### config.mk
export PLATFORM = sky130hd
export DESIGN_NAME = apb_master_bridge
export DESIGN_NICKNAME = d
export VERILOG_FILES = /design/src/rtl/apb_pkg.sv /design/src/rtl/apb_slave_decoder.sv /design/src/rtl/apb_master_bridge.sv
export SDC_FILE = /design/constraint.sdc
export NUM_CORES = 1
export LEC_CHECK = 0
export BUFFER_PORTS_ARGS = -buffer_cell sky130_fd_sc_hd__buf_2
export CAP_MARGIN = 25
export CORE_MARGIN = 1
export CORE_UTILIZATION = 38
export CTS_CLUSTER_DIAMETER = 50
export DETAILED_ROUTE_END_ITERATION = 6
export PLACE_DENSITY = 0.76
export SYNTH_ARGS = -nofsm -noshare
export SYNTH_HDL_FRONTEND = slang
export SYNTH_SLANG_ARGS = --single-unit
### constraint.sdc
create_clock -name PCLK -period 1.64 [get_ports PCLK]
set_input_delay 0.164 -clock PCLK [delete_from_list [all_inputs] [get_ports PCLK]]
set_output_delay 0.164 -clock PCLK [all_outputs]
set_load 0.01 [all_outputs]
### src/rtl/apb_pkg.sv
// Shared types and helpers for the APB master bridge.
package apb_pkg;

    typedef enum logic [1:0] {
        IDLE,
        SETUP,
        ACCESS,
        DONE
    } apb_state_e;

    localparam int PROT_WIDTH = 3;

    function automatic int strb_width(input int data_width);
        return data_width / 8;
    endfunction

endpackage

### src/rtl/apb_slave_decoder.sv
// Turns the slave-index field of an address into a one-hot select and flags indices with no completer behind them.
module apb_slave_decoder #(
    parameter int NUM_SLAVES = 4,
    parameter int SEL_BITS   = 2
) (
    input  logic [SEL_BITS-1:0]   idx,
    output logic [NUM_SLAVES-1:0] sel,
    output logic                  decode_err
);

    generate
        for (genvar gi = 0; gi < NUM_SLAVES; gi++) begin : g_sel
            assign sel[gi] = (idx == SEL_BITS'(gi));
        end
    endgenerate

    assign decode_err = (int'(idx) >= NUM_SLAVES);

endmodule

### src/rtl/apb_master_bridge.sv
// APB4 master: single-outstanding command/response in, address-decoded APB transfers out.
// Optional ACCESS-phase timeout is enabled by defining APB_MASTER_TIMEOUT_EN.
module apb_master_bridge
    import apb_pkg::*;
#(
    parameter int  DATA_WIDTH     = 32,
    parameter int  ADDR_WIDTH     = 12,
    parameter int  NUM_SLAVES     = 4,
    parameter int  SEL_BITS       = (NUM_SLAVES > 1) ? $clog2(NUM_SLAVES) : 1,
    parameter int  TIMEOUT_CYCLES = 256,
    localparam int STRB_WIDTH     = strb_width(DATA_WIDTH)
) (
    input  logic                             PCLK,
    input  logic                             PRESETn,
    input  logic                             cmd_valid,
    output logic                             cmd_ready,
    input  logic                             cmd_write,
    input  logic [ADDR_WIDTH-1:0]            cmd_addr,
    input  logic [DATA_WIDTH-1:0]            cmd_wdata,
    input  logic [STRB_WIDTH-1:0]            cmd_strb,
    input  logic [PROT_WIDTH-1:0]            cmd_prot,
    output logic                             rsp_valid,
    output logic [DATA_WIDTH-1:0]            rsp_rdata,
    output logic                             rsp_err,
    output logic [NUM_SLAVES-1:0]            PSELx,
    output logic                             PENABLE,
    output logic [ADDR_WIDTH-1:0]            PADDR,
    output logic                             PWRITE,
    output logic [DATA_WIDTH-1:0]            PWDATA,
    output logic [STRB_WIDTH-1:0]            PSTRB,
    output logic [PROT_WIDTH-1:0]            PPROT,
    input  logic [NUM_SLAVES*DATA_WIDTH-1:0] PRDATA,
    input  logic [NUM_SLAVES-1:0]            PREADY,
    input  logic [NUM_SLAVES-1:0]            PSLVERR
);

    apb_state_e state_q, state_d;

    logic                  cmd_ready_q, cmd_ready_d;
    logic                  rsp_valid_q, rsp_valid_d;
    logic [DATA_WIDTH-1:0] rsp_rdata_q, rsp_rdata_d;
    logic                  rsp_err_q,   rsp_err_d;
    logic [NUM_SLAVES-1:0] psel_q,      psel_d;
    logic                  penable_q,   penable_d;
    logic [ADDR_WIDTH-1:0] paddr_q,     paddr_d;
    logic                  pwrite_q,    pwrite_d;
    logic [DATA_WIDTH-1:0] pwdata_q,    pwdata_d;
    logic [STRB_WIDTH-1:0] pstrb_q,     pstrb_d;
    logic [PROT_WIDTH-1:0] pprot_q,     pprot_d;

    logic [NUM_SLAVES-1:0] dec_sel;
    logic                  dec_err;
    logic                  slave_ready;
    logic                  slave_err;
    logic [DATA_WIDTH-1:0] slave_rdata;
    logic                  timeout_hit;

    apb_slave_decoder #(
        .NUM_SLAVES (NUM_SLAVES),
        .SEL_BITS   (SEL_BITS)
    ) u_decoder (
        .idx        (cmd_addr[ADDR_WIDTH-1 -: SEL_BITS]),
        .sel        (dec_sel),
        .decode_err (dec_err)
    );

    // Completer responses are qualified by the registered select, so idle slaves are ignored.
    assign slave_ready = |(PREADY & psel_q);
    assign slave_err   = |(PSLVERR & psel_q);

    always_comb begin
        slave_rdata = '0;
        for (int i = 0; i < NUM_SLAVES; i++) begin
            if (psel_q[i]) begin
                slave_rdata = slave_rdata | PRDATA[i*DATA_WIDTH +: DATA_WIDTH];
            end
        end
    end

`ifdef APB_MASTER_TIMEOUT_EN
    localparam int TO_W = $clog2(TIMEOUT_CYCLES + 1);

    logic [TO_W-1:0] to_cnt_q, to_cnt_d;

    always_comb begin
        to_cnt_d = '0;
        if (state_q == ACCESS && !slave_ready) begin
            to_cnt_d = to_cnt_q + 1'b1;
        end
    end

    // A ready on the expiry edge takes priority in the FSM, so this only fires on a true stall.
    assign timeout_hit = (state_q == ACCESS) && !slave_ready &&
                         (to_cnt_q == TO_W'(TIMEOUT_CYCLES - 1));

    always_ff @(posedge PCLK or negedge PRESETn) begin
        if (!PRESETn) begin
            to_cnt_q <= '0;
        end else begin
            to_cnt_q <= to_cnt_d;
        end
    end
`else
    assign timeout_hit = 1'b0;
`endif

    always_comb begin
        state_d     = state_q;
        rsp_valid_d = 1'b0;
        rsp_rdata_d = rsp_rdata_q;
        rsp_err_d   = rsp_err_q;
        psel_d      = psel_q;
        penable_d   = penable_q;
        paddr_d     = paddr_q;
        pwrite_d    = pwrite_q;
        pwdata_d    = pwdata_q;
        pstrb_d     = pstrb_q;
        pprot_d     = pprot_q;

        case (state_q)
            IDLE: begin
                if (cmd_valid && cmd_ready_q) begin
                    if (dec_err) begin
                        state_d     = DONE;
                        rsp_valid_d = 1'b1;
                        rsp_err_d   = 1'b1;
                        rsp_rdata_d = '0;
                    end else begin
                        state_d  = SETUP;
                        psel_d   = dec_sel;
                        paddr_d  = cmd_addr;
                        pwrite_d = cmd_write;
                        pwdata_d = cmd_write ? cmd_wdata : '0;
                        pstrb_d  = cmd_write ? cmd_strb : '0;
                        pprot_d  = cmd_prot;
                    end
                end
            end
            SETUP: begin
                state_d   = ACCESS;
                penable_d = 1'b1;
            end
            ACCESS: begin
                if (slave_ready) begin
                    state_d     = DONE;
                    psel_d      = '0;
                    penable_d   = 1'b0;
                    rsp_valid_d = 1'b1;
                    rsp_err_d   = slave_err;
                    rsp_rdata_d = (!pwrite_q && !slave_err) ? slave_rdata : '0;
                end else if (timeout_hit) begin
                    state_d     = DONE;
                    psel_d      = '0;
                    penable_d   = 1'b0;
                    rsp_valid_d = 1'b1;
                    rsp_err_d   = 1'b1;
                    rsp_rdata_d = '0;
                end
            end
            DONE: begin
                state_d = IDLE;
            end
            default: begin
                state_d = IDLE;
            end
        endcase

        // Registered ready: high exactly in cycles where the FSM sits in IDLE after reset release.
        cmd_ready_d = (state_d == IDLE);
    end

    always_ff @(posedge PCLK or negedge PRESETn) begin
        if (!PRESETn) begin
            state_q     <= IDLE;
            cmd_ready_q <= 1'b0;
            rsp_valid_q <= 1'b0;
            rsp_rdata_q <= '0;
            rsp_err_q   <= 1'b0;
            psel_q      <= '0;
            penable_q   <= 1'b0;
            paddr_q     <= '0;
            pwrite_q    <= 1'b0;
            pwdata_q    <= '0;
            pstrb_q     <= '0;
            pprot_q     <= '0;
        end else begin
            state_q     <= state_d;
            cmd_ready_q <= cmd_ready_d;
            rsp_valid_q <= rsp_valid_d;
            rsp_rdata_q <= rsp_rdata_d;
            rsp_err_q   <= rsp_err_d;
            psel_q      <= psel_d;
            penable_q   <= penable_d;
            paddr_q     <= paddr_d;
            pwrite_q    <= pwrite_d;
            pwdata_q    <= pwdata_d;
            pstrb_q     <= pstrb_d;
            pprot_q     <= pprot_d;
        end
    end

    assign cmd_ready = cmd_ready_q;
    assign rsp_valid = rsp_valid_q;
    assign rsp_rdata = rsp_rdata_q;
    assign rsp_err   = rsp_err_q;
    assign PSELx     = psel_q;
    assign PENABLE   = penable_q;
    assign PADDR     = paddr_q;
    assign PWRITE    = pwrite_q;
    assign PWDATA    = pwdata_q;
    assign PSTRB     = pstrb_q;
    assign PPROT     = pprot_q;

endmodule
Yosys cells after proc, flatten, opt, wreduce, memory -nomap -nowiden. Cells that the tools add are included.

Eq/ne operators: 8. Muxes and demuxes: 17. Bitwise logic cells: 5. Reduce and logical (&&, ||, !) cells: 15.

Operator list (number): $mux W32 (6); $or A32 B32 Y32 (3); $mux W4 (3); $and A4 B4 Y4 (2); $eq A2 B2 Y1 const B (4); $pmux W2 S4 (1); $pmux W4 S2 (1); $reduce_or A4 Y1 (2); $logic_not A2 Y1 (3); $reduce_and A2 Y1 (3); $eq A2 B1 Y1 const B (2); $mux W2 (2); $ne A2 B2 Y1 const B (2); $reduce_bool A2 Y1 (2); $mux W1 (3); $reduce_and A3 Y1 (1); $logic_and A1 B1 Y1 (2); $logic_not A1 Y1 (2); $pmux W1 S2 (1).

Register bits after elaboration: 94. Input bits: 191. Output and inout port bits: 92.

Depth between registers and ports, before layout.
Word-level depth: 8. Gate-level depth with buffers: 7.

Modules after synthesis. A second synthesis with hierarchy kept.

Cell total of the unflattened synthesis: 442. Area, all modules: 4764.6 sq um.

Modules (own cells, without submodules): apb_master_bridge (instances 1, cells an instance 436, area each 4727.0 sq um, seq. area each 2352.3 sq um); apb_slave_decoder (instances 1, cells an instance 6, area each 37.5 sq um, seq. area each 0.0 sq um).

Least setup slack after synthesis. Ideal clock, no wire load.

Path type: reg2reg. From: register state_q[0]. To: register paddr_q[11] (netlist: PADDR[11]). Data arrival time: 1.544 ns. Setup slack: -0.029 ns. Stages on the path, launching flop included: 7. Cell sequence: dfrtp_1 -> inv_1 -> ha_1 -> nand3_1 -> clkbuf_1 -> buf_2 -> mux2_2.

Cells in the longest elaborated chain, start to end: 2.

RTL lines: start: declaration (RTL line apb_master_bridge.sv:37) `apb_state_e state_q, state_d;`; start signal: assignment (RTL line apb_master_bridge.sv:187) `state_q <= state_d;`; $logic_not A2 Y1 (RTL line apb_master_bridge.sv:120) `case (state_q)`; $reduce_and A2 Y1 (no source line); end signal: assignment (RTL line apb_master_bridge.sv:194) `paddr_q <= paddr_d;`; end: declaration (RTL line apb_master_bridge.sv:45) `logic [ADDR_WIDTH-1:0] paddr_q, paddr_d;`.

Every way passes these cells. A chain may end at the register's enable or synchronous reset.

Worst setup path in the final report.
From: register state_q[0]. To: register rsp_rdata_q[18] (netlist: rsp_rdata[18]).

Cells in the longest elaborated chain, start to end: 2.

RTL lines: $eq A2 B2 Y1 (RTL line apb_master_bridge.sv:120); $reduce_and A2 Y1 (no source line); end signal: assignment (RTL line apb_master_bridge.sv:190) `rsp_rdata_q <= rsp_rdata_d;`; end: declaration (RTL line apb_master_bridge.sv:41) `logic [DATA_WIDTH-1:0] rsp_rdata_q, rsp_rdata_d;`.

Every way passes these cells.

==> results_dict.tcl <==
set metrics [dict create \
    synthesis.nets 618 \
    worst_hold_startpoint "cmd_addr[2]" \
    floorplan.die.width_um 109 \
    p_total_mw 4.61 \
    grt_setup_unrepaired "false" \
    die_h_um 109 \
    synth-edff-count 0 \
    setup_skew_ns 0.00803 \
    clk_pin_slew_worst_paths_ns 0.07 \
    mappedNetlistArea_mm2 0.00438 \
    fin_hold_ws_ns 0.0566 \
    finalWorstPathRequiredPeriod_ns 1.56 \
    pwr-share-comb_pct 7.0 \
    first_global_vias 4181 \
    firstDrtPassIters 6 \
    numPortBuffers 282 \
    ys_types 26 \
    final.period_utilization_pct 94.9 \
    clock_root_buffer "sky130_fd_sc_hd__clkbuf_16" \
    timing.max_cap.violations 0 \
    final_antenna_net_count 0 \
    multiInputGateArea_mm2 0.00183 \
    timing.final.max_slew_violations 0 \
    seq_power_share_pct 50.2 \
    post_synth_inst_count 423 \
    synth.yosys.warnings 0 \
    vias_per_cell 5.30 \
    clkSinkCount 94 \
    yosys.cell_count.top_type "sky130_fd_sc_hd__nand2_1" \
    area_overhead_of_the_layout_relative_to_synthesis_pct 43.9 \
    std_cell_rows 38 \
    crit_path_class "reg -> reg" \
    worstSkewPairLatency_ns 0.33 \
    tritoncts "yes" \
    max_slew.worst_pin.slew_ns 0.625 \
    initial_antenna_violation_count 2 \
    design.core.area_mm2 0.0110 \
    cellPowerDensity_mw_per_mm2 732 \
    p_sw_share_pct 23.2 \
    maximum_level_of_the_cts_h_tree 3 \
    ir_drop_v 0.000411 \
    finalWeightedCongestion 0.836 \
    wire_length_of_the_first_global_routing_pass_mm 20.5 \
    layout-drive-gt1-share_pct 48.6 \
    gr-usage-all-layers_pct 22.5 \
    worst-endpoint-required_ns 1.85 \
    synthDominantCellAreaShare_pct 53.7 \
    largest_fanout_on_the_critical_path 33 \
    hold_viol 0 \
    run_status "complete, no violations" \
    fin_setup_tns_ns 0 \
    fillerInstances 969 \
    crit_path_start "state_q[0]" \
    largest_net_degree_at_the_start_of_global_routing 53 \
    regToRegStartpoint "state_q[0]" \
    timing.final.ws_setup_ns 0.0842 \
    drc_violation_count_after_routing 0 \
    max_slew_headroom_at_the_worst_pin_pct 58.4 \
    power.leakage_nw 3.54 \
    initial_drc_count 274 \
    ys_top_cells_by_count "106 x sky130_fd_sc_hd__nand2_1, 94 x sky130_fd_sc_hd__dfrtp_1, 64 x sky130_fd_sc_hd__a22oi_1, 38 x sky130_fd_sc_hd__o21ai_0, 35 x sky130_fd_sc_hd__a32o_1" \
    ys_ff_latch 94 \
    timing.critical_path.arrival_ns 1.77 \
    synth_ff_type "sky130_fd_sc_hd__dfrtp_1" \
    synthesis.area_per_instance_um2 10.4 \
    grt_overflow 0 \
    initial_core_util_pct 39.7 \
    dp_worst_setup_slack_ns 0.0477 \
    p_clk_share_pct 42.8 \
    dp.final_hpwl_mm 10.5 \
    post_cts_buffers 0 \
    final-seq-area_mm2 0.00235 \
    wl_per_cell_um 16.5 \
    clk_path_buf_depth 2 \
    internal_power_mw 3.54 \
    critical_path.startpoint_type "register" \
    num_vias 4458 \
    synth.top_cells.by_area "sky130_fd_sc_hd__dfrtp_1 54%, sky130_fd_sc_hd__a22oi_1 11%, sky130_fd_sc_hd__nand2_1 9.1%, sky130_fd_sc_hd__a32o_1 8.0%, sky130_fd_sc_hd__o21ai_0 4.3%" \
    dp.cells 822 \
    synth_area_leader_cell "sky130_fd_sc_hd__dfrtp_1" \
    fp.dieArea_mm2 0.0120 \
    p_sw_mw 1.07 \
    finalWirelength_mm 13.9 \
    synthArstFlopShare_pct 100 \
    cts-buffers-inserted 9 \
    synth_sequential_area_ratio_pct 53.7 \
    finish.cell_count_without_fillers 841 \
    setup-violations-final 0 \
    i_o_pins 283 \
    max_freq_mhz 643 \
    endpoint_kind "register" \
    nets 889 \
    min-delay-path-class "in -> reg" \
]
layout by cell type, fill, tap and decap left out, types with 2 or more instances in the layout:
cell / netlist / final
sky130_fd_sc_hd__a22o_1: 3 / 3
sky130_fd_sc_hd__a22oi_1: 64 / 64
sky130_fd_sc_hd__a22oi_2: 2 / 2
sky130_fd_sc_hd__a32o_1: 35 / 35
sky130_fd_sc_hd__buf_12: 0 / 7
sky130_fd_sc_hd__buf_2: 10 / 281
sky130_fd_sc_hd__buf_4: 1 / 11
sky130_fd_sc_hd__clkbuf_16: 0 / 9
sky130_fd_sc_hd__clkinv_2: 0 / 2
sky130_fd_sc_hd__clkinv_4: 0 / 2
sky130_fd_sc_hd__dfrtp_1: 94 / 94
sky130_fd_sc_hd__diode_2: 0 / 2
sky130_fd_sc_hd__ha_1: 4 / 2
sky130_fd_sc_hd__ha_2: 0 / 2
sky130_fd_sc_hd__inv_1: 4 / 3
sky130_fd_sc_hd__inv_2: 1 / 2
sky130_fd_sc_hd__inv_6: 0 / 2
sky130_fd_sc_hd__mux2_2: 15 / 15
sky130_fd_sc_hd__nand2_1: 106 / 106
sky130_fd_sc_hd__nand2b_1: 2 / 2
sky130_fd_sc_hd__nand3_1: 3 / 2
sky130_fd_sc_hd__nor2_1: 4 / 4
sky130_fd_sc_hd__o21ai_0: 38 / 38
final timing paths:
check	depth (start not counted)	to	slack [ns]
min	2	PADDR[2]	0.06
max	5	rsp_rdata[18]	0.08
min reg2reg	2	PWDATA[23]	0.48
max in group asynchronous	3	rsp_rdata[16]	0.76
min in group asynchronous	2	PADDR[2]	0.28
max reg2reg	5	rsp_rdata[18]	0.08
timing repair:
action                                 in CTS  in global routing
setup endpoints to repair                   0                 56
hold buffers                                1                  0
endpoints found under the hold margin      24                  0
gates resized for setup                     0                  5
cells by family after synthesis:
| family | after synthesis | synth area share [%] |
|---|---|---|
| AOI/OAI and AO/OA | 147 | 25.7 |
| adders and majority gates | 4 | 1.14 |
| buffers and inverters | 45 | 5.08 |
| DFF | 94 | 53.7 |
| muxes | 16 | 4.08 |
| and+or+nand+nor | 117 | 10.3 |
final cells by class:
cell class                 count  share of cell area, %
antenna                        2                 0.0794
clock buffer                   9                   3.57
clock inverter                 7                  0.893
inverter                       5                  0.298
multi-input combinational    284                   29.1
sequential                    94                   37.3
tap                          140                   2.78
timing repair buffer         300                   26.0
through the flow:
step / util, % / cell area, um^2
4_1_cts: 56.9 / 6280
3_3_place_gp: 54.3 / 5990
5_1_grt: 57.1 / 6300
6_report: 57.1 / 6300
3_5_place_dp: 54.3 / 5990
2_1_floorplan: - / 4380
power by group through the flow:
stage	Combinational, mW	Sequential, mW	Clock (mW)
floorplan	0.0304	2.36	0
global placement	0.311	2.36	0
detailed placement	0.322	2.36	0
CTS	0.325	2.32	2.03
global route	0.359	2.32	2.10
finish	0.322	2.32	1.97
routing by layer:
metal / part of all wire [%] / wire length, um / global-route usage [%]
met4: 2.1 / 292 / 9.14
met2: 51 / 7010 / 40.6
met5: 0 / 0 / 0
met1: 39 / 5370 / 25.9
met3: 8.6 / 1200 / 4.80
registers in the layout, summed over array words and instances (netlist names):
register and count:
PSELx 4, PPROT 3, state_q 2, PWRITE 1
PENABLE 1, cmd_ready 1, rsp_rdata 32, rsp_valid 1
PWDATA 32, PSTRB 4, rsp_err 1, PADDR 12
critical path, stage by stage (launching register included):
cell and delay (ns):
sky130_fd_sc_hd__dfrtp_1 0.42, sky130_fd_sc_hd__inv_2 0.10, sky130_fd_sc_hd__ha_2 0.25, sky130_fd_sc_hd__a21bo_1 0.25, sky130_fd_sc_hd__buf_12 0.17, sky130_fd_sc_hd__a32o_1 0.22
Power figures use the tool's default switching activity.
